<file path="config.mk">
export PLATFORM = sky130hd
export DESIGN_NAME = led_arbiter
export DESIGN_NICKNAME = d
export VERILOG_FILES = /design/src/rtl/led_arbiter.sv
export SDC_FILE = /design/constraint.sdc
export NUM_CORES = 1
export LEC_CHECK = 0
export ABC_AREA = 1
export ABC_CLOCK_PERIOD_IN_PS = 2600
export CAP_MARGIN = 20
export CORE_UTILIZATION = 25
export CTS_CLUSTER_DIAMETER = 40
export DETAILED_ROUTE_END_ITERATION = 8
export PLACE_DENSITY = 0.45
export REMOVE_ABC_BUFFERS = 1
export SLEW_MARGIN = 20
export SYNTH_ARGS = -nofsm -noshare
export SYNTH_HDL_FRONTEND = slang
export SYNTH_SLANG_ARGS = --single-unit
</file>
<file path="constraint.sdc">
create_clock -name CLK -period 2.6 [get_ports CLK]
set_input_delay 0.26 -clock CLK [delete_from_list [all_inputs] [get_ports CLK]]
set_output_delay 0.26 -clock CLK [all_outputs]
set_load 0.02 [all_outputs]
</file>
<file path="src/rtl/led_arbiter.sv">
`timescale 1ns/1ps
// led_arbiter: three-way round-robin arbiter handing the user LEDs to one requester at a time,
// with hold-time preemption. Define LED_ARB_PWM_EN to gate LEDs with an 8-bit DUTY brightness PWM.
module led_arbiter #(
    parameter int HOLD_MAX = 12000000,
    parameter int HOLD_W   = 24
) (
    input  logic       CLK,
    input  logic       RST_N,
    input  logic [2:0] REQ,
    input  logic [4:0] PAT0,
    input  logic [4:0] PAT1,
    input  logic [4:0] PAT2,
    input  logic [7:0] DUTY,
    output logic [2:0] GNT,
    output logic       LED1,
    output logic       LED2,
    output logic       LED3,
    output logic       LED4,
    output logic       LED5,
    output logic       LEDG_N,
    output logic       LEDR_N
);

    localparam logic [1:0] ST_IDLE  = 2'd0;
    localparam logic [1:0] ST_GRANT = 2'd1;
    localparam logic [1:0] ST_GAP   = 2'd2;

    localparam logic [HOLD_W-1:0] HOLD_LAST = HOLD_W'(HOLD_MAX - 1);
    localparam logic [HOLD_W-1:0] HOLD_ONE  = HOLD_W'(1);

    logic [1:0]        state_q, state_d;
    logic [1:0]        owner_q, owner_d;
    logic [HOLD_W-1:0] hold_q, hold_d;
    logic [2:0]        gnt_q, gnt_d;
    logic [4:0]        led_q, led_d;
    logic              ledg_n_q, ledg_n_d;
    logic              ledr_n_q, ledr_n_d;

    logic [1:0]        cand1, cand2, pick;
    logic [2:0]        owner_oh;
    logic [4:0]        pat_sel;
    logic              led_gate;

    function automatic logic [1:0] next_idx(input logic [1:0] idx);
        return (idx == 2'd2) ? 2'd0 : idx + 2'd1;
    endfunction

    function automatic logic [2:0] to_onehot(input logic [1:0] idx);
        case (idx)
            2'd0:    return 3'b001;
            2'd1:    return 3'b010;
            2'd2:    return 3'b100;
            default: return 3'b000;
        endcase
    endfunction

    // owner_q doubles as last_owner: it holds the previous owner through GAP and IDLE.
    always_comb begin
        cand1 = next_idx(owner_q);
        cand2 = next_idx(cand1);
        if (REQ[cand1]) begin
            pick = cand1;
        end else if (REQ[cand2]) begin
            pick = cand2;
        end else begin
            pick = owner_q;
        end
    end

    always_comb begin
        owner_oh = to_onehot(owner_q);
        case (owner_q)
            2'd0:    pat_sel = PAT0;
            2'd1:    pat_sel = PAT1;
            default: pat_sel = PAT2;
        endcase
    end

`ifdef LED_ARB_PWM_EN
    logic [7:0] pwm_q, pwm_d;

    always_comb begin
        pwm_d    = pwm_q + 8'd1;
        led_gate = (pwm_q < DUTY);
    end

    always_ff @(posedge CLK or negedge RST_N) begin
        if (!RST_N) begin
            pwm_q <= '0;
        end else begin
            pwm_q <= pwm_d;
        end
    end
`else
    logic unused_duty;

    always_comb begin
        led_gate    = 1'b1;
        unused_duty = ^DUTY;
    end
`endif

    always_comb begin
        state_d = state_q;
        owner_d = owner_q;
        hold_d  = hold_q;
        case (state_q)
            ST_IDLE: begin
                if (|REQ) begin
                    state_d = ST_GRANT;
                    owner_d = pick;
                    hold_d  = '0;
                end
            end
            ST_GRANT: begin
                // Owner release wins over preemption; a lone owner keeps the grant once saturated.
                if (!REQ[owner_q]) begin
                    state_d = ST_GAP;
                end else if ((hold_q == HOLD_LAST) && (|(REQ & ~owner_oh))) begin
                    state_d = ST_GAP;
                end else if (hold_q != HOLD_LAST) begin
                    hold_d = hold_q + HOLD_ONE;
                end
            end
            ST_GAP: begin
                state_d = ST_IDLE;
            end
            default: begin
                state_d = ST_IDLE;
            end
        endcase
    end

    // LEDs lag the grant by one cycle and are dark on the cycle that leaves GRANT.
    always_comb begin
        gnt_d    = (state_d == ST_GRANT) ? to_onehot(owner_d) : 3'b000;
        led_d    = ((state_q == ST_GRANT) && (state_d == ST_GRANT)) ? (pat_sel & {5{led_gate}}) : '0;
        ledg_n_d = (state_d != ST_GRANT);
        ledr_n_d = ~|(REQ & ~gnt_d);
    end

    always_ff @(posedge CLK or negedge RST_N) begin
        if (!RST_N) begin
            state_q  <= ST_IDLE;
            owner_q  <= 2'd2;
            hold_q   <= '0;
            gnt_q    <= '0;
            led_q    <= '0;
            ledg_n_q <= 1'b1;
            ledr_n_q <= 1'b1;
        end else begin
            state_q  <= state_d;
            owner_q  <= owner_d;
            hold_q   <= hold_d;
            gnt_q    <= gnt_d;
            led_q    <= led_d;
            ledg_n_q <= ledg_n_d;
            ledr_n_q <= ledr_n_d;
        end
    end

    assign GNT    = gnt_q;
    assign LED1   = led_q[0];
    assign LED2   = led_q[1];
    assign LED3   = led_q[2];
    assign LED4   = led_q[3];
    assign LED5   = led_q[4];
    assign LEDG_N = ledg_n_q;
    assign LEDR_N = ledr_n_q;

endmodule

</file>
# Word-level counts from Yosys, hierarchy flattened
# Cells that the tools add are included.
dict set report word_totals {
  register_bits 38
  inputBits 28
  output_inout_bits 10
}
dict set report op_classes {
  n_addsub 3
  n_lt_le_gt_ge 3
  eq_ne 14
  muxes 26
  bitwise_logic 4
  n_reduce_logical 11
}
# operator count
set ops {}
lappend ops {{$mux 24} 4}
lappend ops {{$pmux 24 s2} 1}
lappend ops {{$add 24x1->24 const B} 1}
lappend ops {{$eq 24x24->1 const B} 1}
lappend ops {{$ne 24x24->1 const B} 1}
lappend ops {{$mux 2} 9}
lappend ops {{$pmux 3 s3} 2}
lappend ops {{$pmux 5 s2} 1}
lappend ops {{$lt 2x3->1 const B} 3}
lappend ops {{$reduce_or 3->1} 3}
lappend ops {{$eq 2x1->1 const B} 4}
lappend ops {{$ne 2x2->1 const B} 4}
lappend ops {{$and 3x3->3} 2}
lappend ops {{$bmux 1 s2} 3}
lappend ops {{$eq 2x2->1 const B} 3}
lappend ops {{$logic_not 2->1} 3}
lappend ops {{$not 3->3} 2}
lappend ops {{$mux 5} 1}
lappend ops {{$reduce_and 5->1} 1}
lappend ops {{$add 2x1->2 const B} 2}
lappend ops {{$pmux 2 s2} 1}
lappend ops {{$mux 1} 3}
lappend ops {{$mux 3} 1}
lappend ops {{$logic_and 1x1->1} 2}
lappend ops {{3 further kinds} 3}

# Longest topological paths before layout
# Gate-level depths: netlist (run 1).
dict set report depth {
  depth_word 17
  mapped_depth 13
}

# Worst setup path after synthesis (run 1)
# OpenSTA, ideal clock, no wires.
dict set report synth_timing {
  path_kind {register to register}
  start {register hold_q[0]}
  end {register hold_q[23]}
  setup_time_ps 76
  t_arrival_ps 1500
  setup_slack_ps 1024
  stages_incl_launch_ff 12
  path_cell_list {dfrtp_1 > ha_1 > nand2_1 > inv_1 > nand2_2 > nor2_4 > nand2_1 > nand3_4 > nand2_8 > buf_8 > nand4_1 > o21ai_1}
}
dict set report synth_via {
  elab_chain_len 5
  elab_cells_between_ends 11
  cone_classes {1 x add/sub; 4 x eq/ne; 4 x mux; 2 x reduce/logical}
}
# item line_no
set synth_rtl {}
lappend synth_rtl {{start: declaration} 34} ;# logic [HOLD_W-1:0] hold_q, hold_d;
lappend synth_rtl {{start signal: assignment} 155} ;# hold_q <= hold_d;
lappend synth_rtl {{$add 24x1->24} 123} ;# hold_d = hold_q + HOLD_ONE;
lappend synth_rtl {{$mux 24} 122} ;# end else if (hold_q != HOLD_LAST) begin
lappend synth_rtl {{$mux 24} 120} ;# end else if ((hold_q == HOLD_LAST) && (|(REQ & ~owner_oh))) begin
lappend synth_rtl {{$mux 24} 118} ;# if (!REQ[owner_q]) begin
lappend synth_rtl {{$pmux 24 s2} 108} ;# case (state_q)
# Parallel ways exist; a longest one is shown, timed or not. The select of a mux whose other input is x is not followed.
# A chain may end at the register's enable or synchronous reset.

# Final worst setup path (run 1)
dict set report layout_timing {
  start {register hold_q[0]}
  end {register hold_q[0]}
}
# Same word-level chain as after synthesis.

==> results.yml, run 1 <==
status:
  status: "completed"
critical_path:
  worstSetupEndpointType: "flop"
  cp_cell_sequence: "ha_1, nand2_1, inv_1, nand2_2, nor2_4, nand2_1, nand3_4, nand2_8, inv_2, nor2_1, a21oi_1"
  crit_fanout: 36
  worst_setup_path_start_kind: "flop"
  arrival_ps: 2240
  worst-setup-path-type: "reg -> reg"
  cp_slowest_cell: "dfrtp_1"
  required_ps: 2830
  slowest_delay_ps: 400
  critPathTopFamily: "simple AND/OR/NAND/NOR gates"
  path_buf_inv: 2
  crit_top_cell: "nand2_1"
  worst-r2r-setup-slack_ps: 590
clock_tree:
  postCtsSetupBuffers: 0
  clk_pin_slew_ps: 90
  cts.path.max_buffers: 2
  h-tree-depth: 2
  cts_buffers: 5
  cts_tree: "done"
  clock_sinks: 38
  cts-root-buf: "clkbuf_8"
  clock_latency_ps: 300
  cts_hold_buf: 0
  cts_resized: 0
placement:
  io_buffers: 29
  gp_congestion: 0.813
  hpwl_um: 4570
  place_area_um2: 2810
detailed_routing:
  wl_per_cell_um: 12.3
  vias: 2203
  dr.pass1.iters: 4
  viasPerCell: 4.49
  drt_iter0_markers: 101
  drtAntennaViolNets: 0
  route.detailed.drc: 0
  wl_um: 6050
layout:
  layout.nets: 390
  drive_gt1_share_pct: 10.8
  final_cell_mix: "nand2_1 (93), inv_1 (39), dfrtp_1 (35)"
  design_area_um2: 2920
  n_antenna_cell: 0
  final_common_cell: "nand2_1"
  syn2layout_area_growth_pct: 21.2
logic_synthesis:
  syn_inst: 329
  synth.top_cell.area_share_pct: 36.4
  synth_largest_area_cell: "dfrtp_1"
  yosys_warnings: 0
  avgSynthCellArea_um2: 7.32
  synth-seq-area-share_pct: 39.7
  synthesis.area_um2: 2410
  synth.area.top_cells: "dfrtp_1 (36%), nand2_1 (15%), inv_1 (6.1%)"
  ys_seq_elements: 38
  ys_types: 33
floorplanning:
  io_pins: 38
  start_util_pct: 25.9
  die_w_um: 100
  coreArea_um2: 9280
  die_y_um: 100
  die-area_um2: 10000
  rows: 35
power:
  leakage_nw: 1.23
  p_per_area_nw_per_um2: 801
  vdd_ir_drop_max_v: 0.000468
sta:
  post-route-period-util_pct: 77.4
  setup_viol_count_final: 0
  slew_headroom_pct: 40.3
  period_needed_ps: 2010
  rsz0062_at_grt: "no"
  fmax_ghz: 0.497
  setup-tns-final_ps: 0
  tightest_slew_ps: 895
  skew_ps: 9.50
  slew_viol_final: 0
  hold_viol: 0
grt:
  grt_usage_pct: 12.9
  gr-total-overflow: 0
  grt_max_degree: 39
  antenna_found_initial: 0
  grt_pass1_wl_um: 10200
  grt_pass1_vias: 2158
hold_path:
  hold_path_class: "in -> async"
run:
  maxCapViolCount: 0
-- worst paths after layout --
check,startpoint,endpoint,cells past startpoint
max,hold_q[0],hold_q[0],11
max reg2reg,hold_q[0],hold_q[0],11
min reg2reg,hold_q[5],hold_q[5],2
min in group CLK,PAT1[3],led_q[3],3
max in group asynchronous,RST_N,hold_q[4],1
min,RST_N,hold_q[13],1
-- routing by layer --
metal	track usage (%)	vias up	wire length, µm	part of all wire [%]
met5	0	-	0	0
met4	3.57	0	68	1.1
met3	3.06	9	269	4.4
met2	20.9	51	2750	45
met1	17.1	1008	2960	49
li1	-	1135	-	-
-- stage by stage --
stage | setup WS [ps] | instances | utilization (%) | total power [mW] | hold slack, ps
after CTS | 583 | 491 | 31.4 | 2.36 | 127
after global routing | 406 | 491 | 31.4 | 2.52 | 169
final | 588 | 491 | 31.4 | 2.34 | 85.2
after floorplan | 955 | 324 | - | 1.49 | -35.6
after global placement | 492 | 483 | 30.2 | 1.85 | 452
after detailed placement | 457 | 483 | 30.2 | 1.85 | 447
-- where the power goes --
group / total, mW / internal [mW] / switching (mW)
Clock: 0.512 / 0.283 / 0.229
Sequential: 0.789 / 0.701 / 0.0876
Combinational: 1.04 / 0.327 / 0.708
-- synthesized netlist by cell type (all sizes together) --
cell type / n
a21oi: 10
ha: 1
o21ai: 21
o211ai: 1
and3: 1
xor2: 6
o21bai: 1
buf: 5
nand4: 12
nand3b: 3
nor2: 40
nor3: 12
xnor2: 1
dfstp: 3
o31ai: 3
inv: 42
nand2: 101
a31oi: 6
dfrtp: 35
nand3: 25
-- logic make-up after synthesis --
kind of cell	Yosys count	synth area share [%]
adders and majority gates	1	0.520
AOI/OAI and AO/OA	42	10.1
xor gates and xnor gates	7	2.55
DFF	38	39.7
buffers and inverters	47	8.78
and+or+nand+nor	194	38.4
-- cell type report --
| class | count | area [µm²] |
|---|---|---|
| clock buffers | 5 | 68.8 |
| clock inverters | 3 | 40.0 |
| inverters | 42 | 158 |
| well taps | 129 | 161 |
| fillers | 1059 | 6370 |
| multi-input cells | 244 | 1240 |
| repair buffers | 30 | 293 |
| flip-flops and latches | 38 | 955 |
-- registers in the layout, indices dropped and copies added (netlist names) --
register	flops
GNT	3
LEDG_N	1
LEDR_N	1
hold_q	24
led_q	5
owner_q	2
state_q	2
Power figures use the tool's default switching activity.
==> inputs of run 2 (changes only) <==
ABC_CLOCK_PERIOD_IN_PS = 2100   (was 2600)
clock period = 2.1 ns   (was 2.6 ns; I/O delays follow)
==> run 2 against run 1 <==
Net effect: non-clock buffer count is 6 higher; global-route usage is 0.51 points higher; worst hold slack better by 260 ps; register-to-register slack worse by 330 ps; largest cell class unchanged.
==> results.yml, run 2 (synthesis gave the netlist of run 1 again) <==
grt:
  gr-total-overflow: 0
  grt_usage_pct: 13.4
  grt_pass1_wl_um: 10600
  use_met3_pct: 3.55
  grt_busiest_layer: "met2"
  grt_pass1_vias: 2173
  antenna_found_initial: 0
  grt_max_degree: 37
  met2_usage_pct: 21.8
  use_met1_pct: 17.4
detailed_routing:
  wl_per_cell_um: 12.4
  dr.pass1.iters: 4
  drt_iter0_markers: 68
  route.detailed.drc: 0
  viasPerCell: 4.48
  wl_um: 6140
  drtAntennaViolNets: 0
  vias: 2229
critical_path:
  timing.rr.start: "owner_q[1]"
  worst_setup_path_start_kind: "flop"
  worstSetupEndpointType: "flop"
  required_ps: 2330
  worst-r2r-setup-slack_ps: 250
  r2r-end: "hold_q[0]"
  arrival_ps: 2070
  crit_path_start: "owner_q[1]"
  crit_fanout: 36
  worst-setup-path-type: "reg -> reg"
  r2r_cells: 8
floorplanning:
  rows: 35
  die-area_um2: 10000
  die_w_um: 100
  start_util_pct: 25.9
  die_y_um: 100
  coreArea_um2: 9280
  io_pins: 38
sta:
  hold-worst-slack_ps: 348
  fmax_ghz: 0.542
  slew_viol_final: 0
  tightest_slew_ps: 511
  setup-tns-final_ps: 0
  post-route-period-util_pct: 87.9
  hold_viol: 0
  slew_headroom_pct: 65.7
  setup_viol_count_final: 0
  period_needed_ps: 1850
  skew_ps: 9.00
  rsz0062_at_grt: "no"
layout:
  drive_gt1_share_pct: 12.0
  final_cells: 497
  design_area_um2: 3000
  seqCellArea_um2: 955
  final_cell_mix: "nand2_1 (93), inv_1 (39), dfrtp_1 (35)"
  n_antenna_cell: 0
  layout.nets: 396
  nFillCells: 1034
  multi_input_area_um2: 1240
  regMostFlops: "hold_q"
  syn2layout_area_growth_pct: 24.5
  final_common_cell: "nand2_1"
  largest_reg_flops: 24
power:
  p_switching_mw: 1.28
  total_power_mw: 3.08
  p_seq_share_pct: 31.7
  leakage_nw: 1.27
  comb_power_share_pct: 42.3
  vdd_ir_drop_max_v: 0.000564
  swShare_pct: 41.5
  intPower_mw: 1.80
  p_per_area_nw_per_um2: 1030
  power.share.clock_pct: 26.0
clock_tree:
  clock_sinks: 38
  cts_resized: 0
  clock_latency_ps: 300
  cts-root-buf: "clkbuf_8"
  cts.path.max_buffers: 2
  cts_buffers: 5
  cts_tree: "done"
  clk_pin_slew_ps: 80
  h-tree-depth: 2
placement:
  gp_congestion: 0.838
  hpwl_um: 4620
  place_area_um2: 2850
  io_buffers: 29
  place_inst: 488
status:
  status: "completed"
run:
  maxCapViolCount: 0
hold_path:
  hold_path_class: "in -> async"
## run 2: cell type report
class	count	share of cell area, %
Sequential cell	38	31.8
Timing Repair Buffer	36	11.4
Clock buffer	6	2.75
Tap cell	129	5.38
Clock inverter	2	2.00
Multi-Input combinational cell	244	41.4
Inverter	42	5.26
## run 2: power by group through the flow
stage | clock [mW] | sequential [mW] | combinational, mW
after floorplan | 0 | 1.05 | 0.805
after global placement | 0 | 0.992 | 1.32
after detailed placement | 0 | 0.992 | 1.31
after CTS | 0.826 | 0.979 | 1.32
after global routing | 0.850 | 0.995 | 1.47
final | 0.799 | 0.977 | 1.30
## run 2: routing by layer
metal / vias to the layer above / wire (µm)
li1: 1144 / -
met1: 1025 / 2940
met2: 54 / 2850
met3: 6 / 313
met4: 0 / 46
met5: - / 0
## run 2: how the worst max path moves through the flow
stage | slack, ps | end | depth (start not counted)
final | 250 | hold_q[0] | 8
after global routing | 80 | LEDR_N | 10
after CTS | 230 | hold_q[0] | 8
after detailed placement | 200 | LEDR_N | 13
after global placement | 160 | LEDR_N | 13
after floorplan | 460 | hold_q[9] | 11
## run 2: worst max-delay path, stage by stage (launching register included)
cell and delay (ps):
dfstp_2 710, inv_2 110, nand2_2 100, o211ai_2 140, nand3_4 180, nand2_8 180
inv_2 170, nor2_1 60, a21oi_1 110
## run 2: what timing repair did
action / CTS / global route
hold buffers: 1 / 0
endpoints found under the setup margin: 0 / 0
setup buffers: 0 / 0
endpoints found under the hold margin: 13 / 0
## run 2: metrics by stage
step	setup slack [ps]	util, %
floorplan	455	-
global placement	159	30.6
detailed placement	203	30.6
CTS	231	32.3
global route	80.2	32.3
finish	254	32.3
